==> config.mk <==
export PLATFORM = sky130hd
export DESIGN_NAME = pitch_glide
export DESIGN_NICKNAME = d
export VERILOG_FILES = /design/src/rtl/pitch_glide.sv
export SDC_FILE = /design/constraint.sdc
export NUM_CORES = 1
export LEC_CHECK = 0
export ABC_AREA = 1
export CORE_UTILIZATION = 30
export CTS_CLUSTER_DIAMETER = 120
export DETAILED_ROUTE_END_ITERATION = 7
export PLACE_DENSITY = 0.5
export SLEW_MARGIN = 30
export SYNTH_ARGS = -nofsm -noshare
export SYNTH_HDL_FRONTEND = slang
export SYNTH_SLANG_ARGS = --single-unit
==> constraint.sdc <==
create_clock -name reg_clk -period 12.2 [get_ports reg_clk]
set_input_delay 3.05 -clock reg_clk [delete_from_list [all_inputs] [get_ports reg_clk]]
set_output_delay 3.05 -clock reg_clk [all_outputs]
set_load 0.01 [all_outputs]
==> src/rtl/pitch_glide.sv <==
// Per-voice pitch slew (portamento) engine: one voice is visited per clock in
// round-robin order and its current pitch is stepped toward its target.
module pitch_glide #(
  parameter int VOICES  = 8,
  parameter int V_WIDTH = 3,
  parameter int P_WIDTH = 24
) (
  input  logic                 reg_clk,
  input  logic                 reset,
  input  logic                 tgt_valid,
  input  logic [V_WIDTH-1:0]   tgt_voice,
  input  logic [P_WIDTH-1:0]   tgt_pitch,
  input  logic                 tgt_legato,
  input  logic                 com_sel,
  input  logic                 write,
  input  logic                 read,
  input  logic [6:0]           adr,
  input  logic [7:0]           synth_data_in,
  output logic [7:0]           regdata_out,
  output logic                 out_valid,
  output logic [V_WIDTH-1:0]   out_voice,
  output logic [P_WIDTH-1:0]   out_pitch,
  output logic [VOICES-1:0]    gliding
);

  localparam logic [6:0] ADR_TIME = 7'd8;
  localparam logic [6:0] ADR_MODE = 7'd9;

  logic [P_WIDTH-1:0] cur [VOICES];
  logic [P_WIDTH-1:0] tgt [VOICES];
  logic [VOICES-1:0]  init;

  logic [3:0]         glide_time;
  logic [1:0]         glide_mode;
  logic [V_WIDTH-1:0] vcnt;

  logic [P_WIDTH-1:0] slot_cur;
  logic [P_WIDTH-1:0] slot_tgt;
  logic signed [P_WIDTH:0] diff;
  logic [P_WIDTH-1:0] mag;
  logic [P_WIDTH-1:0] step;
  logic [P_WIDTH-1:0] step_cur;
  logic [P_WIDTH-1:0] load_cur;
  logic [P_WIDTH-1:0] slot_out;
  logic               load_ok;
  logic               load_jump;
  logic               mode_off;
  logic               collision;
  logic               unused_bits;

  assign unused_bits = &{1'b0, synth_data_in[7:4]};

  // The step is a fraction of the remaining distance, never less than one
  // unit and never more than the distance itself, so the target is never overshot.
  always_comb begin
    slot_cur = cur[vcnt];
    slot_tgt = tgt[vcnt];
    diff     = $signed({1'b0, slot_tgt}) - $signed({1'b0, slot_cur});
    mag      = diff[P_WIDTH] ? P_WIDTH'(-diff) : diff[P_WIDTH-1:0];
    step     = mag >> glide_time;
    if (step == '0 && diff != '0) begin
      step = P_WIDTH'(1);
    end
    step_cur = diff[P_WIDTH] ? (slot_cur - step) : (slot_cur + step);
  end

  always_comb begin
    load_ok   = tgt_valid && (int'(tgt_voice) < VOICES);
    mode_off  = (glide_mode == 2'd0) || (glide_mode == 2'd3);
    load_jump = mode_off || !init[tgt_voice] || (glide_mode == 2'd2 && !tgt_legato);
    load_cur  = load_jump ? tgt_pitch : cur[tgt_voice];
    collision = load_ok && (tgt_voice == vcnt);
    slot_out  = collision ? load_cur : step_cur;
  end

  always_ff @(posedge reg_clk) begin
    if (reset) begin
      glide_time  <= '0;
      glide_mode  <= '0;
      regdata_out <= '0;
    end else begin
      if (com_sel && write) begin
        if (adr == ADR_TIME) begin
          glide_time <= synth_data_in[3:0];
        end else if (adr == ADR_MODE) begin
          glide_mode <= synth_data_in[1:0];
        end
      end
      if (com_sel && read) begin
        if (adr == ADR_TIME) begin
          regdata_out <= {4'b0000, glide_time};
        end else if (adr == ADR_MODE) begin
          regdata_out <= {6'b000000, glide_mode};
        end
      end
    end
  end

  // A target load on the slot being visited wins; the step is skipped that cycle.
  always_ff @(posedge reg_clk) begin
    if (reset) begin
      for (int v = 0; v < VOICES; v++) begin
        cur[v] <= '0;
        tgt[v] <= '0;
      end
      init      <= '0;
      gliding   <= '0;
      vcnt      <= '0;
      out_valid <= 1'b0;
      out_voice <= '0;
      out_pitch <= '0;
    end else begin
      if (int'(vcnt) == VOICES - 1) begin
        vcnt <= '0;
      end else begin
        vcnt <= vcnt + V_WIDTH'(1);
      end

      out_valid <= 1'b1;
      out_voice <= vcnt;
      out_pitch <= slot_out;

      if (!collision) begin
        cur[vcnt]     <= step_cur;
        gliding[vcnt] <= (step_cur != slot_tgt);
      end

      if (load_ok) begin
        tgt[tgt_voice]     <= tgt_pitch;
        init[tgt_voice]    <= 1'b1;
        cur[tgt_voice]     <= load_cur;
        gliding[tgt_voice] <= (load_cur != tgt_pitch);
      end
    end
  end

endmodule

# Yosys cells after proc, flatten, opt, wreduce, memory -nomap -nowiden
# Memories as Yosys holds them, arrays and structs flattened. A register that Yosys moved wholly into a read port is not among the register bits.
# Index checks and enable logic that the tools add are counted.
dict set report op_classes {
  n_addsub 5
  magnitude_cmp 4
  eq_ne 8
  shifts 1
  muxes 38
  n_bitwise 2
  reduce_logical 23
}
# op n
set op_table {}
lappend op_table {{$mux W24} 8}
lappend op_table {{$reduce_or A24 Y1} 3}
lappend op_table {{$ne A24 B24 Y1} 2}
lappend op_table {{$mux W8} 5}
lappend op_table {{$reduce_bool A25 Y1} 1}
lappend op_table {{$sub A24 B24 Y25} 1}
lappend op_table {{$add A24 B24 Y24} 1}
lappend op_table {{$logic_not A24 Y1} 1}
lappend op_table {{$neg A24 Y24} 1}
lappend op_table {{$shr A24 B4 Y24} 1}
lappend op_table {{$sub A24 B24 Y24} 1}
lappend op_table {{$bwmux W8} 2}
lappend op_table {{$mux W1} 15}
lappend op_table {{$mux W3} 5}
lappend op_table {{$eq A7 B4 Y1 const B} 2}
lappend op_table {{$lt A3 B4 Y1 const B} 2}
lappend op_table {{$or A8 B8 Y8} 1}
lappend op_table {{$logic_and A1 B1 Y1} 7}
lappend op_table {{$demux W1 S3} 2}
lappend op_table {{$ge A3 B1 Y1 const B} 2}
lappend op_table {{$eq A2 B2 Y1 const B} 2}
lappend op_table {{$reduce_and A2 Y1} 2}
lappend op_table {{$add A3 B1 Y3 const B} 1}
lappend op_table {{$bmux W1 S3} 1}
lappend op_table {{other kinds (9)} 12}
dict set report word_totals {
  reg_bits 61
  mem_bits_rw 384
  in_bits 49
  output_inout_bits 44
  word_cells 92
  n_memories 2
}
# memory depth word_bits rd rd_clocked_by_memory_dff wr line
set memory_table {}
lappend memory_table {cur 8 24 2 1 8 29} ;# logic [P_WIDTH-1:0] cur [VOICES];
lappend memory_table {tgt 8 24 1 1 8 30} ;# logic [P_WIDTH-1:0] tgt [VOICES];

# Longest topological paths before layout
dict set report depth {
  word_depth 15
  mapped_depth 74
  mapped_depth_nobuf 71
}

# Least setup slack after synthesis
# No wires, ideal clock.
dict set report synth_timing {
  path_type {flip-flop to flip-flop}
  from {register vcnt[1]}
  to {register gliding[1]}
  setup_ps 117
  arrival_ps 8528
  required_ps 12083
  slack_ps 3556
  path_stages_with_launch 63
  cell_sequence {dfxtp_1 inv_2 nor3_1 clkbuf_1 clkbuf_1 clkbuf_1 buf_1 a221oi_1 nand2_1 ha_1 fa_1 ha_1 and2_1 nand2_1 inv_1 nand3_1 nor2_1 nand2_1 [... 27 more ...] nand2_1 nand2_1 a21boi_1 o21a_1 nor2_1 nor2_1 nor2_1 nor2_1 o21ai_1 xnor2_1 clkbuf_1 nor2_1 nor2_1 nand3_1 nor2_2 nand3_4 nand2_1 nand2_1}
}
dict set report synth_via {
  elab_chain_cells 9
  word_cells_on_any_way 12
  classes_between {order compare (2); eq/ne (1); mux (7); reduce/logical (2)}
}
# item line
set synth_rtl {}
lappend synth_rtl {{start, declared} 35} ;# logic [V_WIDTH-1:0] vcnt;
lappend synth_rtl {{start signal, assigned} 116} ;# vcnt <= vcnt + V_WIDTH'(1);
lappend synth_rtl {{$lt A3 B4 Y1 (implied by the code) / $ge A3 B1 Y1 (equally long branches)} 125} ;# gliding[vcnt] <= (step_cur != slot_tgt);
lappend synth_rtl {{$logic_and A1 B1 Y1 (implied by the code)} 125}
lappend synth_rtl {{$mux W1 (implied by the code)} 125}
lappend synth_rtl {{$demux W1 S3} 125}
lappend synth_rtl {{$bwmux W8} 125}
lappend synth_rtl {{$mux W8 (*)} 123} ;# if (!collision) begin
lappend synth_rtl {{$mux W8 (*)} 101} ;# if (reset) begin
lappend synth_rtl {{$bwmux W8} 132} ;# gliding[tgt_voice] <= (load_cur != tgt_pitch);
lappend synth_rtl {{$mux W8 (*)} 128} ;# if (load_ok) begin
lappend synth_rtl {{end signal, assigned by index} 125}
lappend synth_rtl {{end signal, assigned by index} 132}
lappend synth_rtl {{end, declared} 23} ;# output logic [VOICES-1:0] gliding
# Every way passes the cells marked *; elsewhere a longest branch is shown, timed or not. The select of a mux whose other input is x is not followed.
# A chain may end at the register's enable or synchronous reset.

# Worst setup path in the final report
dict set report layout_timing {
  from {register vcnt[2]}
  to {register gliding[3]}
}
# Same word-level chain as after synthesis.

==> results.env <==
FINALSETUPVIOLATIONS=0
CTSRESIZECOUNT=0
WORST_SLEW_PIN_SLEW_NS=0.975
WL_MET1_UM=46200
CRITICAL_PATH.TOP_DELAY_FAMILY='simple AND/OR/NAND/NOR gates'
WORST_REG2REG_PATH_STARTPOINT='vcnt[2]$_SDFF_PP0_'
POST_DRT_VIA_CELL_RATIO=5.62
FP.DIEW_UM=295
CRIT_PATH_KIND='register to register'
CELL_WITH_THE_BIGGEST_INDIVIDUAL_DELAY_ON_THE_CRITICAL_PATH='ha_1'
CTS_ROOT_BUFFER='clkbuf_16'
TRITONCTS_NUM_SINKS=441
GRT_OVERFLOW_TOTAL=0
ANTENNA_CELLS_INSERTED=0
DP_HPWL_UM=71300
COREAREA_UM2=85100
STATUS='complete, no violations'
FRACTION_OF_REGISTERS_WITH_ASYNC_SET_OR_RESET_AFTER_SYNTHESIS=0
TOTAL_VIA_COUNT_AFTER_DETAILED_ROUTING=24000
PLACE.GP.CONGESTION=0.905
CRITICAL_PATH.MAX_STAGE_DELAY_NS=0.63
INSERTION_DELAY_NS=0.64
START_UTIL=0.303
DESIGN.DIE.AREA_UM2=87200
SYNTH_ENABLE_FLOP_CELLS=384
SLEW-LIMIT-HEADROOM=0.350
MAXCAPVIOLCOUNT=0
WORST-PATH-MAX-FANOUT=33
CLOCK_TREE.HTREE_LEVEL_COUNT=2
ACHIEVABLE-FREQUENCY_MHz=91.3
LAYOUT.FILLER_CELLS=8855
GRT_SETUP_UNREPAIRED='no'
GRT_START_MAX_NET_PINS=51
PLACEMENT.IO_BUFFERS=84
FINAL_NETS=3186
SYNTH-SEQ-CELLS=441
SOURCE_OF_THE_WORST_HOLD_TIMING_PATH='init[6]$_SDFFE_PP0P_'
CRITICAL_PATH_ARRIVAL_NS=11.52
DRT-INITIAL-DRC-COUNT=2651
COUNT_OF_ENDPOINTS_FAILING_HOLD_IN_THE_FINAL_TIMING_REPORT=0
FINAL_MAX_SLEW_VIOL_COUNT=0
ROUTED-WL-MET3_UM=11600
SYNTHESIS.AREA_PER_INSTANCE_UM2=8.62
CRITPATHBUFINV=9
WORST_PATH_MOST_REPEATED_CELL='nand2_1'
SYNTH-WARNING-COUNT=0
TRITONCTS_CLOCK_TREE='built'
WORSTPATHREQUIRED_NS=12.77
DIE_H_UM=295
GRT_PASS1_WL_UM=157000
SETUP_TOTAL_NEGATIVE_SLACK_NS=0
GRT_PASS1_VIAS=22800
WORSTSETUPSTARTPOINT='vcnt[2]$_SDFF_PP0_'
POST_SYNTH_INSTANCE_AREA_UM2=25800
DRT-TOTAL-WL_UM=110000
SYN-INSTANCE-COUNT=2996
YOSYS.CELL_TYPES.COUNT=68
GROUTE.USAGE.OVERALL=0.249
FIRSTDRTPASSITERS=5
WORST_SETUP_SKEW_AFTER_LAYOUT_NS=0.0410
DRT-WIRELENGTH-PER-CELL_UM=25.9
CLOCK_PATH_BUFFERS=3
DRCVIOLATIONCOUNT=0
TIMING.FINAL.CRIT_PERIOD_NS=10.96
DETAIL-ROUTE-ANTENNA-NETS=0
HIGHEST-SIGNAL-LAYER='met4'
POSTCTSSETUPBUFFERS=0
IO_PINS=93
PLACEMENTROWS=107
CTS_MADE_BUFFERS=49
CRITPATHCAPTURETYPE='register'
MIN_PATH_TYPE='register to register'
WL_MET2_UM=47500
SYNTHFLOPTYPE='edfxtp_1'
CLOCK_SLEW_AT_THE_REGISTER_CLOCK_PINS_OF_THE_WORST_SETUP_AND_HOLD_PATHS_NS=0.06
FINAL_LAYOUT_SIZE_SUFFIX_GT1_FRAC=0.0945
POST-ROUTE-PERIOD-UTIL=0.898
POST_SYNTHESIS_TO_FINAL_LAYOUT_AREA_GROWTH_PCT=16.2
ANTENNA_VIOLATIONS_BEFORE_REPAIR=2
START_KIND='register'
CTS-HOLD-FIX-BUFFERS=0
SYNTH-SEQ-AREA-SHARE=0.491
==> layout by cell type, fill, tap and decap left out, drive strengths merged, types with 23 or more instances in the layout <==
master	count
nand3	197
nand2	592
edfxtp	384
dfxtp	57
buf	104
o21ai	126
o22ai	231
nor2	340
clkinv	47
a21oi	84
inv	334
a22o	26
nor3	30
xnor2	23
clkbuf	70
a22oi	45
a221oi	84
clkdlybuf4s50	84
nand4	64
ha	52
xor2	45
==> worst paths after layout <==
path,slack (ns),depth (start not counted),to
worst max-delay path,1.24,64,gliding[3]$_SDFF_PP0_
worst min-delay path,0.46,2,init[6]$_SDFFE_PP0P_
worst max register to register,1.24,64,gliding[3]$_SDFF_PP0_
worst min register to register,0.46,2,init[6]$_SDFFE_PP0P_
==> cells in the mapped netlist (4+ instances only) <==
cell,instances,area [µm²]
o22ai_1,231,1450
nor3_1,26,130
o2111ai_1,12,105
xnor2_1,23,201
inv_2,18,67.6
nand2_2,21,131
edfxtp_1,384,11500
nor2_1,321,1200
nand3_2,13,130
a22oi_1,45,338
nor2_2,18,113
clkinv_1,34,128
o21ai_1,22,110
buf_1,21,78.8
a211oi_1,5,37.5
dfxtp_1,57,1140
buf_2,20,100
a32oi_1,8,70.1
o21ai_0,91,455
nor3_2,4,40.0
a221oi_1,84,736
inv_1,316,1190
o211ai_1,5,37.5
nand3b_1,4,30.0
or2_1,5,31.3
clkbuf_1,108,405
buf_4,5,37.5
xor2_1,45,394
nand3_1,182,911
a22o_1,26,228
ha_1,52,651
o2bb2ai_1,10,87.6
nand4_1,63,394
or2_2,9,56.3
nand2_1,571,2140
o21ai_2,13,114
o21bai_1,4,30.0
a21oi_1,82,410
==> tightest hold or removal path: stages (launching register included) <==
cell and delay (ns):
dfxtp_1 0.31, nand2_1 0.06, nand2_1 0.04
==> per-layer routing <==
| layer | GRT usage | vias to the layer above |
|---|---|---|
| li1 | - | 10800 |
| met1 | 0.339 | 11600 |
| met2 | 0.381 | 1340 |
| met3 | 0.0542 | 284 |
| met4 | 0.104 | 0 |
| met5 | 0 | - |
==> state kept, by name, summed over array words and instances (netlist names) <==
| signal | flops |
|---|---|
| out_valid | 1 |
| glide_time | 4 |
| out_voice | 3 |
| glide_mode | 2 |
| tgt | 192 |
| init | 8 |
| cur | 192 |
| out_pitch | 24 |
| gliding | 8 |
| vcnt | 3 |
| regdata_out | 4 |
==> cells by family (layout without fill, tap and decap cells) <==
| group | after synthesis | count (layout) | share of synthesized area |
|---|---|---|---|
| AND/OR/NAND/NOR | 1250 | 1250 | 0.211 |
| AO/OA/AOI/OAI | 659 | 659 | 0.170 |
| buffers and inverters | 523 | 646 | 0.0780 |
| flip-flops | 441 | 441 | 0.491 |
| XOR/XNOR | 68 | 68 | 0.0231 |
| adder cells (fa/ha/maj) | 54 | 54 | 0.0267 |
| other | 1 | 4 | 0.000145 |
==> layout make-up <==
cell class / instances / area (µm²) / area share
Inverter: 368 / 1380 / 0.0460
Sequential cell: 441 / 12700 / 0.422
Multi-Input combinational cell: 2035 / 11200 / 0.373
Timing Repair Buffer: 188 / 1670 / 0.0557
Clock inverter: 20 / 294 / 0.00980
Clock buffer: 70 / 1370 / 0.0455
Tap cell: 1144 / 1430 / 0.0477
==> metrics by stage <==
stage | setup slack, ns | instances | hold WS (ns) | cell area [µm²] | util
floorplan | 3.56 | 2999 | 0.427 | 25800 | -
global placement | 1.49 | 4176 | 0.439 | 28300 | 0.333
detailed placement | 1.46 | 4176 | 0.446 | 28300 | 0.333
CTS | 1.39 | 4266 | 0.457 | 30000 | 0.352
global route | 0.385 | 4266 | 0.482 | 30000 | 0.352
finish | 1.24 | 4266 | 0.455 | 30000 | 0.352
Power is left out: the tool's default activity adds up to more than one toggle a clock period on the data nets, which glitch-free logic cannot reach.
